[config.mk]
export PLATFORM = sky130hd
export DESIGN_NAME = alu_issuer
export DESIGN_NICKNAME = d
export VERILOG_FILES = /design/src/rtl/alu_issuer.sv
export SDC_FILE = /design/constraint.sdc
export NUM_CORES = 1
export LEC_CHECK = 0
export ABC_AREA = 0
export ABC_CLOCK_PERIOD_IN_PS = 3500
export BUFFER_PORTS_ARGS = -buffer_cell sky130_fd_sc_hd__buf_2
export CORE_MARGIN = 2
export CORE_UTILIZATION = 48
export CTS_CLUSTER_DIAMETER = 80
export DETAILED_ROUTE_END_ITERATION = 16
export GPL_ROUTABILITY_DRIVEN = 0
export PLACE_DENSITY = 0.74
export SYNTH_ARGS = -nofsm -noshare
export SYNTH_HDL_FRONTEND = slang
export SYNTH_SLANG_ARGS = --single-unit
[constraint.sdc]
create_clock -name clk -period 3.5 [get_ports clk]
set_clock_uncertainty 0.15 [all_clocks]
set_input_delay 0 -clock clk [delete_from_list [all_inputs] [get_ports clk]]
set_output_delay 0 -clock clk [all_outputs]
set_load 0.005 [all_outputs]
[src/rtl/alu_issuer.sv]
// rtl/alu_issuer.sv - ALU command issuer with carry flag, forwarding and in-order response FIFO
module alu_issuer #(
    parameter int DEPTH = 4
) (
    input  logic       clk,
    input  logic       reset,
    input  logic       cmd_valid,
    output logic       cmd_ready,
    input  logic [3:0] cmd_op,
    input  logic [3:0] cmd_a,
    input  logic [3:0] cmd_b,
    input  logic       cmd_use_carry,
    output logic       alu_valid_in,
    output logic [3:0] alu_a,
    output logic [3:0] alu_b,
    output logic       alu_cin,
    output logic [3:0] alu_ctl,
    input  logic       alu_valid_out,
    input  logic [3:0] alu_result,
    input  logic       alu_carry,
    input  logic       alu_zero,
    output logic       rsp_valid,
    input  logic       rsp_ready,
    output logic [3:0] rsp_data,
    output logic       rsp_carry,
    output logic       rsp_zero,
    output logic       rsp_err,
    output logic       carry_flag,
    output logic       proto_err
);
    localparam int AW = $clog2(DEPTH);
    localparam int CW = $clog2(DEPTH + 1);
    localparam logic [CW:0] DEPTH_W = (CW + 1)'(DEPTH);

    typedef struct packed {
        logic       err;
        logic       zero;
        logic       carry;
        logic [3:0] data;
    } entry_t;

    entry_t        mem_q [DEPTH];
    entry_t        mem_d [DEPTH];
    logic [AW-1:0] wr_ptr_q, wr_ptr_d;
    logic [AW-1:0] rd_ptr_q, rd_ptr_d;
    logic [CW-1:0] count_q, count_d;
    logic          pend_q, pend_d;
    logic          err_p_q, err_p_d;
    logic          carry_flag_q, carry_flag_d;
    logic          proto_err_q, proto_err_d;

    logic [CW:0]   occupancy;
    logic          accept;
    logic          op_ok;
    logic          push;
    logic          pop;
    entry_t        push_entry;
    entry_t        head;

    function automatic logic [AW-1:0] ptr_inc(input logic [AW-1:0] p);
        return (p == AW'(DEPTH - 1)) ? '0 : p + AW'(1);
    endfunction

    always_comb begin
        // Credits cover both buffered entries and the command still inside the ALU.
        occupancy  = {1'b0, count_q} + (CW + 1)'(pend_q);
        cmd_ready  = reset & (occupancy < DEPTH_W);
        op_ok      = cmd_op < 4'd14;
        accept     = cmd_valid & cmd_ready;

        alu_valid_in = accept & op_ok;
        alu_a        = cmd_a;
        alu_b        = cmd_b;
        alu_ctl      = cmd_op;
        alu_cin      = cmd_use_carry &
                       ((pend_q & ~err_p_q & alu_valid_out) ? alu_carry : carry_flag_q);

        push       = pend_q & (err_p_q | alu_valid_out);
        pop        = (count_q != '0) & rsp_ready;
        push_entry = err_p_q ? entry_t'{err: 1'b1, zero: 1'b0, carry: 1'b0, data: 4'd0}
                             : entry_t'{err: 1'b0, zero: alu_zero, carry: alu_carry, data: alu_result};

        mem_d        = mem_q;
        wr_ptr_d     = wr_ptr_q;
        rd_ptr_d     = rd_ptr_q;
        count_d      = count_q;
        carry_flag_d = carry_flag_q;
        proto_err_d  = proto_err_q;
        pend_d       = accept;
        err_p_d      = accept & ~op_ok;

        if (push) begin
            mem_d[wr_ptr_q] = push_entry;
            wr_ptr_d        = ptr_inc(wr_ptr_q);
        end
        if (pop) begin
            rd_ptr_d = ptr_inc(rd_ptr_q);
        end
        case ({push, pop})
            2'b10:   count_d = count_q + CW'(1);
            2'b01:   count_d = count_q - CW'(1);
            default: count_d = count_q;
        endcase

        if (pend_q & ~err_p_q) begin
            if (alu_valid_out) begin
                carry_flag_d = alu_carry;
            end else begin
                proto_err_d = 1'b1;
            end
        end
    end

    always_ff @(posedge clk) begin
        if (!reset) begin
            wr_ptr_q     <= '0;
            rd_ptr_q     <= '0;
            count_q      <= '0;
            pend_q       <= 1'b0;
            err_p_q      <= 1'b0;
            carry_flag_q <= 1'b0;
            proto_err_q  <= 1'b0;
        end else begin
            wr_ptr_q     <= wr_ptr_d;
            rd_ptr_q     <= rd_ptr_d;
            count_q      <= count_d;
            pend_q       <= pend_d;
            err_p_q      <= err_p_d;
            carry_flag_q <= carry_flag_d;
            proto_err_q  <= proto_err_d;
        end
    end

    // Entry storage needs no reset: the head is masked whenever the FIFO is empty.
    always_ff @(posedge clk) begin
        mem_q <= mem_d;
    end

    always_comb begin
        rsp_valid  = count_q != '0;
        head       = rsp_valid ? mem_q[rd_ptr_q] : '0;
        rsp_data   = head.data;
        rsp_carry  = head.carry;
        rsp_zero   = head.zero;
        rsp_err    = head.err;
        carry_flag = carry_flag_q;
        proto_err  = proto_err_q;
    end
endmodule
==> flow_summary.toml, run 1 <==
[worst_setup_path]
cp-end-kind = "flip-flop"
timing.setup.critical_path_class = "flip-flop to flip-flop"
worst_path_cell_chain = "o21a_4 -> inv_2 -> ha_1 -> inv_1 -> fa_1 -> xor2_1 -> or3_1 -> a21boi_0"
critical_path_arrival_ns = 2.29
worst_path_max_delay_cell = "sky130_fd_sc_hd__dfxtp_1"
path_max_fanout = 13
required_ns = 3.56
critical-path-max-stage-delay_ns = 0.42
setup.worst_path.start_class = "flip-flop"

[global_route]
grt_pass1_vias = 1076
grt_remaining_overflow = 0
antenna_found_initial = 0
gr-usage-all-layers_pct = 16.7
largest_net_degree_at_the_start_of_global_routing = 14
wire_length_of_the_first_global_routing_pass_mm = 5.17

[floorplan]
die_w_um = 66.0
die_height_um = 66.0
initial_utilization_pct = 50.0
placement_rows = 22
core-area_um2 = 3690
pin_count = 49
design.die.area_um2 = 4350

[synth]
synthesis.area_um2 = 1840
synth_enable_flop_cells = 28
post-synth-top-area-fraction_pct = 45.6
syn_avg_cell_area_um2 = 14.0
synth.area.top_cells = "sky130_fd_sc_hd__edfxtp_1 (46%), sky130_fd_sc_hd__dfxtp_1 (12%), sky130_fd_sc_hd__mux4_1 (10%)"
post_synth_most_frequent_cells = "sky130_fd_sc_hd__edfxtp_1 (28), sky130_fd_sc_hd__buf_4 (12), sky130_fd_sc_hd__dfxtp_1 (11)"
synth_most_common_cell = "sky130_fd_sc_hd__edfxtp_1"
main_synth_ff_type = "sky130_fd_sc_hd__edfxtp_1"
synth.lib_cells_used.distinct = 31
syn-instance-count = 132
async_reset_ff_share_pct = 0
yosys_register_bits = 39
synth.largest_area_cell = "sky130_fd_sc_hd__edfxtp_1"
seq_area_frac_synth_pct = 57.6
synth.net_count = 163
synthesis.yosys.warnings = 0

[cts]
cts-root-to-sink-buffers = 2
cts_sinks = 39
cts.root.buffer_cell = "sky130_fd_sc_hd__clkbuf_8"
hold_buffers = 20
cts_tree = "done"
cts_htree_levels = 2
cts_resized = 0
clock_insertion_delay_worst_skew_ns = 0.28
worst_setup_hold_path_clk_slew_ns = 0.07
cts_inserted_buffers = 5
cts_setup_buffers = 0

[cells_and_area]
multi_input_combinational_cell_area_um2 = 639
syn2layout_area_growth_pct = 20.8
drive_gt1_share_pct = 27.4
fillers = 294
final_nets = 205
ff_latch_area_um2 = 1060
antennaDiodeCount = 0

[sta]
relSlewSlack_pct = 34.6
period_minus_slack_ns = 2.23
finalWorstSetupSlack_ns = 1.27
fmax_mhz = 448
worst_slew_pin_slew_ns = 0.974
holdWs_ns = 0.0467
timing.final.max_slew_violations = 0
final-setup-viol-count = 0
post-route-period-util_pct = 63.7
setup_repair_after_global_routing_missed_its_margin = "false"
count_of_endpoints_failing_hold_in_the_final_timing_report = 0
final.setup.tns_ns = 0

[detailed_routing]
drt.antenna.violating_nets = 0
drc_errors = 0
wl_per_instance_um = 14.4
drtIter0Drc = 32
firstDrtPassIters = 4
routed-via-count = 1114
finalWirelength_mm = 3.20
vias_per_cell = 5.00

[placement]
pre_cts_ws_ns = 1.28
portBuffers = 30
dpl_wire_length_mm = 2.25

[power_and_ir_drop]
internal_power_component_mw = 0.820
ir_drop_uv = 240
combPwrFrac_pct = 25.6
power_switching_share_pct = 27.5
power.total_mw = 1.13
power_leakage_nw = 0.882
sequentialPowerShare_pct = 49.5
clock_power_share_pct = 24.9
p_sw_mw = 0.311
power_per_cell_area_nw_per_um2 = 508

[status]
outcome = "completed"

[flow_run]
drv_cap = 0

[worst_hold_path]
timing.hold.worst.class = "input pin to primary output"
kinds of logic after synthesis:
family,count (synthesis),share of synthesized area [%]
compound gates,10,3.94
xor+xnor,2,0.951
fa+ha+maj,7,5.16
buf+inv,24,7.74
flops,39,57.6
mux,8,10.5
simple gates,42,14.1
worst max-delay path, delay by kind of cell, from the launching register on:
family                     cells  cell delay [ns]
AOI/OAI and AO/OA              2             0.45
xor gates and xnor gates       1             0.15
adders and majority gates      2             0.55
buffers and inverters          2             0.13
DFF                            1             0.42
and+or+nand+nor                1             0.30
metrics by stage:
step | utilization, % | instance area [µm²] | cells
finish | 60.3 | 2230 | 223
global route | 60.3 | 2230 | 223
CTS | 60.3 | 2230 | 223
detailed placement | 52.7 | 1940 | 195
global placement | 52.7 | 1940 | 195
floorplan | - | 1840 | 132
placed cells by master, fill, tap and decap left out, types with 4 or more instances in the layout:
cell                            count
sky130_fd_sc_hd__inv_1              8
sky130_fd_sc_hd__and2b_2            6
sky130_fd_sc_hd__nand3_1            5
sky130_fd_sc_hd__edfxtp_1          28
sky130_fd_sc_hd__and2_2             4
sky130_fd_sc_hd__mux4_1             7
sky130_fd_sc_hd__buf_2             30
sky130_fd_sc_hd__nand2_1            6
sky130_fd_sc_hd__nor2b_1            8
sky130_fd_sc_hd__clkbuf_8           5
sky130_fd_sc_hd__ha_1               6
sky130_fd_sc_hd__dfxtp_1           11
sky130_fd_sc_hd__dlygate4sd3_1     20
sky130_fd_sc_hd__and2_1             4
sky130_fd_sc_hd__o21ai_0            4
sequential cells by signal (all words and copies together), names as in the netlist:
register,cells
carry_flag,1
count_q,3
err_p_q,1
mem_q,28
pend_q,1
proto_err,1
rd_ptr_q,2
wr_ptr_q,2
power by group through the flow:
stage / clock network (mW) / logic (mW) / registers (mW)
2_1_floorplan: 0 / 0.215 / 0.547
5_1_grt: 0.305 / 0.323 / 0.567
3_3_place_gp: 0 / 0.266 / 0.568
4_1_cts: 0.287 / 0.294 / 0.561
3_5_place_dp: 0 / 0.275 / 0.572
6_report: 0.281 / 0.290 / 0.560
routing by layer:
| layer | routed length (µm) | up-vias | GRT usage [%] |
|---|---|---|---|
| li1 | - | 541 | - |
| met5 | 0 | - | 0 |
| met3 | 119 | 4 | 5.11 |
| met2 | 1760 | 30 | 28.9 |
| met4 | 46 | 0 | 6.12 |
| met1 | 1270 | 539 | 19.4 |
final timing paths:
kind | start | endpoint | slack (ns) | cells after the start
max reg2reg | err_p_q | count_q[2] | 1.27 | 8
min | cmd_op[2] | alu_ctl[2] | 0.05 | 2
min reg2reg | proto_err | proto_err | 0.31 | 1
max | err_p_q | count_q[2] | 1.27 | 8
cell type report:
cell class / count / area share, %
inverter: 9 / 1.52
multi-input combinational: 69 / 28.7
sequential: 39 / 47.7
clock inverter: 1 / 0.225
clock buffer: 7 / 3.43
timing repair buffer: 50 / 15.7
tap: 48 / 2.70
(Power assumes the default switching activity.)
==> inputs of run 2 (changes only) <==
ABC_CLOCK_PERIOD_IN_PS = 2160   (was 3500)
clock period = 2.16 ns   (was 3.5 ns; I/O delays follow)
==> run 2 against run 1 <==
Compared with the run above: sequential power is 62% higher; routed wire length is 2.9% higher; cell area is 2.4% higher; flip-flop and latch count stayed put; non-clock buffer count is 5 higher; first-iteration DRC count is 31% higher; clock-buffer cell count is 2 lower; register-to-register slack worse by 1.2 ns.
==> flow_summary.toml, run 2 (synthesized netlist as in run 1, its figures left out) <==
[status]
outcome = "completed"

[cells_and_area]
largest_registers = "mem_q x28, count_q x3"
max_reg_flops = 28
final-instance-count-excl-fill = 228
largest-register = "mem_q"
layout_commonest_cell = "sky130_fd_sc_hd__buf_2"
final_nets = 210
drive_gt1_share_pct = 30.0
layout_common_cells = "sky130_fd_sc_hd__buf_2 (30), sky130_fd_sc_hd__edfxtp_1 (28), sky130_fd_sc_hd__dlygate4sd3_1 (22), sky130_fd_sc_hd__dfxtp_1 (11)"
antennaDiodeCount = 0
syn2layout_area_growth_pct = 23.6

[worst_setup_path]
timing.setup.critical_path_class = "flip-flop to flip-flop"
regToRegEndpoint = "count_q[2]"
crit_start = "err_p_q"
critical_path_arrival_ns = 2.12
cp-end-kind = "flip-flop"
setup.worst_path.start_class = "flip-flop"
r2r_slack_ns = 0.11
path_max_fanout = 6
required_ns = 2.24
timing.reg2reg.worst_path_depth = 8
regToRegStartpoint = "err_p_q"

[cts]
cts_inserted_buffers = 5
cts_sinks = 39
cts_htree_levels = 2
cts_tree = "done"
worst_setup_hold_path_clk_slew_ns = 0.08
cts.root.buffer_cell = "sky130_fd_sc_hd__clkbuf_8"
cts-root-to-sink-buffers = 2
cts_setup_buffers = 0
clock_insertion_delay_worst_skew_ns = 0.29

[placement]
portBuffers = 30
dpl_wire_length_mm = 2.18
pre_cts_ws_ns = 0.0585
numPlacedInstances = 198

[detailed_routing]
finalWirelength_mm = 3.29
wl_per_instance_um = 14.4
drc_errors = 0
drt.antenna.violating_nets = 0
met3WireLength_um = 128
highest_layer = "met4"
routed-via-count = 1125
drtIter0Drc = 42
met2_wirelength_mm = 1.77
routedLengthMet1_mm = 1.34
vias_per_cell = 4.93
firstDrtPassIters = 6

[floorplan]
die_w_um = 66.0
design.die.area_um2 = 4350
pin_count = 49
initial_utilization_pct = 50.0
die_height_um = 66.0
core-area_um2 = 3690
placement_rows = 22

[sta]
finalWorstSetupSlack_ns = 0.114
count_of_endpoints_failing_hold_in_the_final_timing_report = 0
holdWs_ns = 0.0406
worst_slew_pin_slew_ns = 0.503
fmax_mhz = 489
period_minus_slack_ns = 2.05
timing.final.max_slew_violations = 0
relSlewSlack_pct = 66.4
post-route-period-util_pct = 94.7
setup_repair_after_global_routing_missed_its_margin = "false"
final.setup.tns_ns = 0
final-setup-viol-count = 0

[global_route]
gr-usage-all-layers_pct = 17.3
antenna_found_initial = 0
grt_remaining_overflow = 0
largest_net_degree_at_the_start_of_global_routing = 14
grt_pass1_vias = 1130
wire_length_of_the_first_global_routing_pass_mm = 5.26

[power_and_ir_drop]
ir_drop_uv = 297
power_per_cell_area_nw_per_um2 = 836
power_leakage_nw = 0.901

[worst_hold_path]
hold_path.startpoint = "cmd_op[3]"
min_delay_path_depth = 2
whs_endpoint = "alu_ctl[3]"
timing.hold.worst.class = "input pin to primary output"

[flow_run]
drv_cap = 0
## run 2: worst max-delay path, cell delays in order, from the launching register on
cell                       delay [ns]
sky130_fd_sc_hd__dfxtp_1         0.32
sky130_fd_sc_hd__o21a_4          0.23
sky130_fd_sc_hd__inv_2           0.08
sky130_fd_sc_hd__ha_2            0.19
sky130_fd_sc_hd__inv_1           0.05
sky130_fd_sc_hd__fa_1            0.37
sky130_fd_sc_hd__xor2_1          0.16
sky130_fd_sc_hd__or3_1           0.31
sky130_fd_sc_hd__a21boi_1        0.12
## run 2: worst max path at each step
stage / cells past startpoint / to / slack, ns
after floorplan: 8 / count_q[2] / 0.11
after global placement: 8 / count_q[2] / 0.17
after global routing: 8 / count_q[2] / 0.02
after detailed placement: 8 / count_q[2] / 0.06
final: 8 / count_q[2] / 0.11
after CTS: 8 / count_q[2] / 0.06
## run 2: layout make-up
type	count	area (µm²)
fill	288	1410
sequential	39	1060
clock buffer	5	68.8
tap	48	60.1
timing repair buffer	55	393
inverter	9	33.8
clock inverter	3	20.0
multi-input combinational	69	642
## run 2: repair_timing
action                                  in CTS  in global routing
hold buffers                                22                  0
endpoints found under the setup margin       0                  1
hold endpoints to repair                    44                  0
resized for setup                            0                  2
## run 2: layer usage
layer | up-vias | global-route usage, %
met5 | - | 0
met4 | 0 | 8.67
met3 | 6 | 5.11
met2 | 31 | 30.4
met1 | 539 | 19.0
li1 | 549 | -
## run 2: power breakdown
| part | total, mW | leakage [nW] | internal (mW) | switching, mW |
|---|---|---|---|---|
| clock | 0.485 | 0.0402 | 0.224 | 0.261 |
| sequential | 0.907 | 0.345 | 0.841 | 0.0661 |
| combinational | 0.513 | 0.517 | 0.295 | 0.217 |
## run 2: stage by stage
| step | instance area (µm²) | util (%) | total power, mW |
|---|---|---|---|
| finish | 2280 | 61.8 | 1.90 |
| global route | 2280 | 61.8 | 2.03 |
| CTS | 2280 | 61.7 | 1.93 |
| detailed placement | 1970 | 53.3 | 1.41 |
| global placement | 1970 | 53.3 | 1.39 |
| floorplan | 1840 | - | 1.24 |
==> inputs of run 3 (changes only) <==
--- a/config.mk
+++ b/config.mk
@@ -8,5 +8,5 @@
 export ABC_AREA = 0
-export ABC_CLOCK_PERIOD_IN_PS = 2160
+export ABC_CLOCK_PERIOD_IN_PS = 2400
 export BUFFER_PORTS_ARGS = -buffer_cell sky130_fd_sc_hd__buf_2
-export CORE_MARGIN = 2
+export CORE_MARGIN = 8
 export CORE_UTILIZATION = 48
==> constraint.sdc (replaced) <==
create_clock -name clk -period 2.4 [get_ports clk]
set_clock_uncertainty 0.15 [all_clocks]
set_input_delay 0.48 -clock clk [delete_from_list [all_inputs] [get_ports clk]]
set_output_delay 0.48 -clock clk [all_outputs]
set_load 0.005 [all_outputs]
==> run 3 against run 2 <==
Compared with the run above: final cell count is 9.6% lower; global-route usage shrank 5.9 points; largest cell class unchanged; highest routed layer unchanged; critical endpoint is now rsp_zero; worst setup slack better by 0.022 ns.
==> flow_summary.toml, run 3 (synthesized netlist as in run 1, its figures left out) <==
[floorplan]
pin_count = 49
die_w_um = 78.0
placement_rows = 22
design.die.area_um2 = 6080
die_height_um = 78.0
initial_utilization_pct = 50.0
core-area_um2 = 3690

[sta]
holdWs_ns = 0.298
relSlewSlack_pct = 73.0
post-route-period-util_pct = 94.3
final-setup-viol-count = 0
finalWorstSetupSlack_ns = 0.137
worst_slew_pin_slew_ns = 0.404
period_minus_slack_ns = 2.26
timing.final.max_slew_violations = 0
final.setup.tns_ns = 0
fmax_mhz = 442
setup_repair_after_global_routing_missed_its_margin = "false"
count_of_endpoints_failing_hold_in_the_final_timing_report = 0

[power_and_ir_drop]
p_sw_mw = 0.491
power_per_cell_area_nw_per_um2 = 904
combPwrFrac_pct = 23.1
sequentialPowerShare_pct = 42.9
clock_power_share_pct = 34.0
power_leakage_nw = 0.832
ir_drop_uv = 432
internal_power_component_mw = 1.42
power_switching_share_pct = 25.8

[cts]
cts.root.buffer_cell = "sky130_fd_sc_hd__clkbuf_8"
cts-root-to-sink-buffers = 2
cts_tree = "done"
cts_htree_levels = 2
clock_insertion_delay_worst_skew_ns = 0.29
hold_buffers = 0
worst_setup_hold_path_clk_slew_ns = 0.08
cts_sinks = 39
cts_inserted_buffers = 5

[global_route]
antenna_found_initial = 0
largest_net_degree_at_the_start_of_global_routing = 14
wire_length_of_the_first_global_routing_pass_mm = 5.33
grt_remaining_overflow = 0
grt_pass1_vias = 1120
gr-usage-all-layers_pct = 11.5

[worst_setup_path]
setup.worst_path.start_class = "flip-flop"
cp-end-kind = "primary output"
critical_path_arrival_ns = 1.63
timing.setup.critical_path_class = "flip-flop to primary output"
r2r_slack_ns = 0.26
required_ns = 1.77
path_max_fanout = 8

[detailed_routing]
firstDrtPassIters = 4
routed-via-count = 1065
drc_errors = 0
vias_per_cell = 5.17
drt.antenna.violating_nets = 0
wl_per_instance_um = 16.2
finalWirelength_mm = 3.34
drtIter0Drc = 68

[placement]
pre_cts_ws_ns = 0.00192
dpl_wire_length_mm = 2.42
area_after_detailed_placement_um2 = 1970
portBuffers = 30

[flow_run]
drv_cap = 0

[cells_and_area]
max_reg_flops = 28
final_core_util_pct = 57.2
design_area_um2 = 2110
largest_registers = "mem_q x28, count_q x3"
largest-register = "mem_q"
final_nets = 188
syn2layout_area_growth_pct = 14.5
layout_common_cells = "sky130_fd_sc_hd__buf_2 (30), sky130_fd_sc_hd__edfxtp_1 (28), sky130_fd_sc_hd__dfxtp_1 (10), sky130_fd_sc_hd__inv_1 (8), sky130_fd_sc_hd__nor2b_1 (8)"
drive_gt1_share_pct = 34.8
antennaDiodeCount = 0
layout_commonest_cell = "sky130_fd_sc_hd__buf_2"

[status]
outcome = "completed"

[worst_hold_path]
timing.hold.worst.class = "input pin to flip-flop"
run 3: cell type report:
class	instances	area [µm²]
Timing Repair Buffer	33	173
Fill cell	304	1580
Sequential cell	39	1060
Clock buffer	5	68.8
Inverter	9	33.8
Tap cell	48	60.1
Multi-Input combinational cell	69	644
Clock inverter	3	67.6
run 3: critical path: stages (launching register included):
cell	delay (ns)
sky130_fd_sc_hd__dfxtp_2	0.48
sky130_fd_sc_hd__mux4_1	0.58
sky130_fd_sc_hd__and2b_1	0.16
sky130_fd_sc_hd__buf_2	0.12
run 3: path summary, 6_finish.rpt:
| kind | from | to | depth (start not counted) |
|---|---|---|---|
| setup reg to reg | count_q[0] | count_q[2] | 8 |
| hold / removal | cmd_valid | pend_q | 3 |
| hold reg to reg | proto_err | proto_err | 1 |
| setup / recovery | rd_ptr_q[0] | rsp_zero | 3 |
run 3: power by group through the flow:
stage	Combinational [mW]	Sequential, mW	Clock, mW
after floorplan	0.314	0.798	0
after global placement	0.426	0.828	0
after detailed placement	0.450	0.830	0
after CTS	0.451	0.816	0.657
after global routing	0.494	0.826	0.682
final	0.441	0.819	0.648
run 3: layer usage:
metal	part of all wire (%)	wire length, µm	GRT usage (%)
met1	36	1190	10.5
met2	57	1900	21.4
met3	4.8	161	4.15
met4	2.7	90	6.30
met5	0	0	0
run 3: repair_timing:
action | 4_1_cts | 5_1_grt
buffers inserted | 0 | 0
endpoints found under the setup margin | 5 | 1
pin swaps | 0 | 0
resized for setup | 1 | 1
run 3: per-stage QoR:
step | cells | power, mW
final | 206 | 1.91
after CTS | 206 | 1.92
after floorplan | 132 | 1.11
after global placement | 198 | 1.25
after detailed placement | 198 | 1.28
after global routing | 206 | 2.00
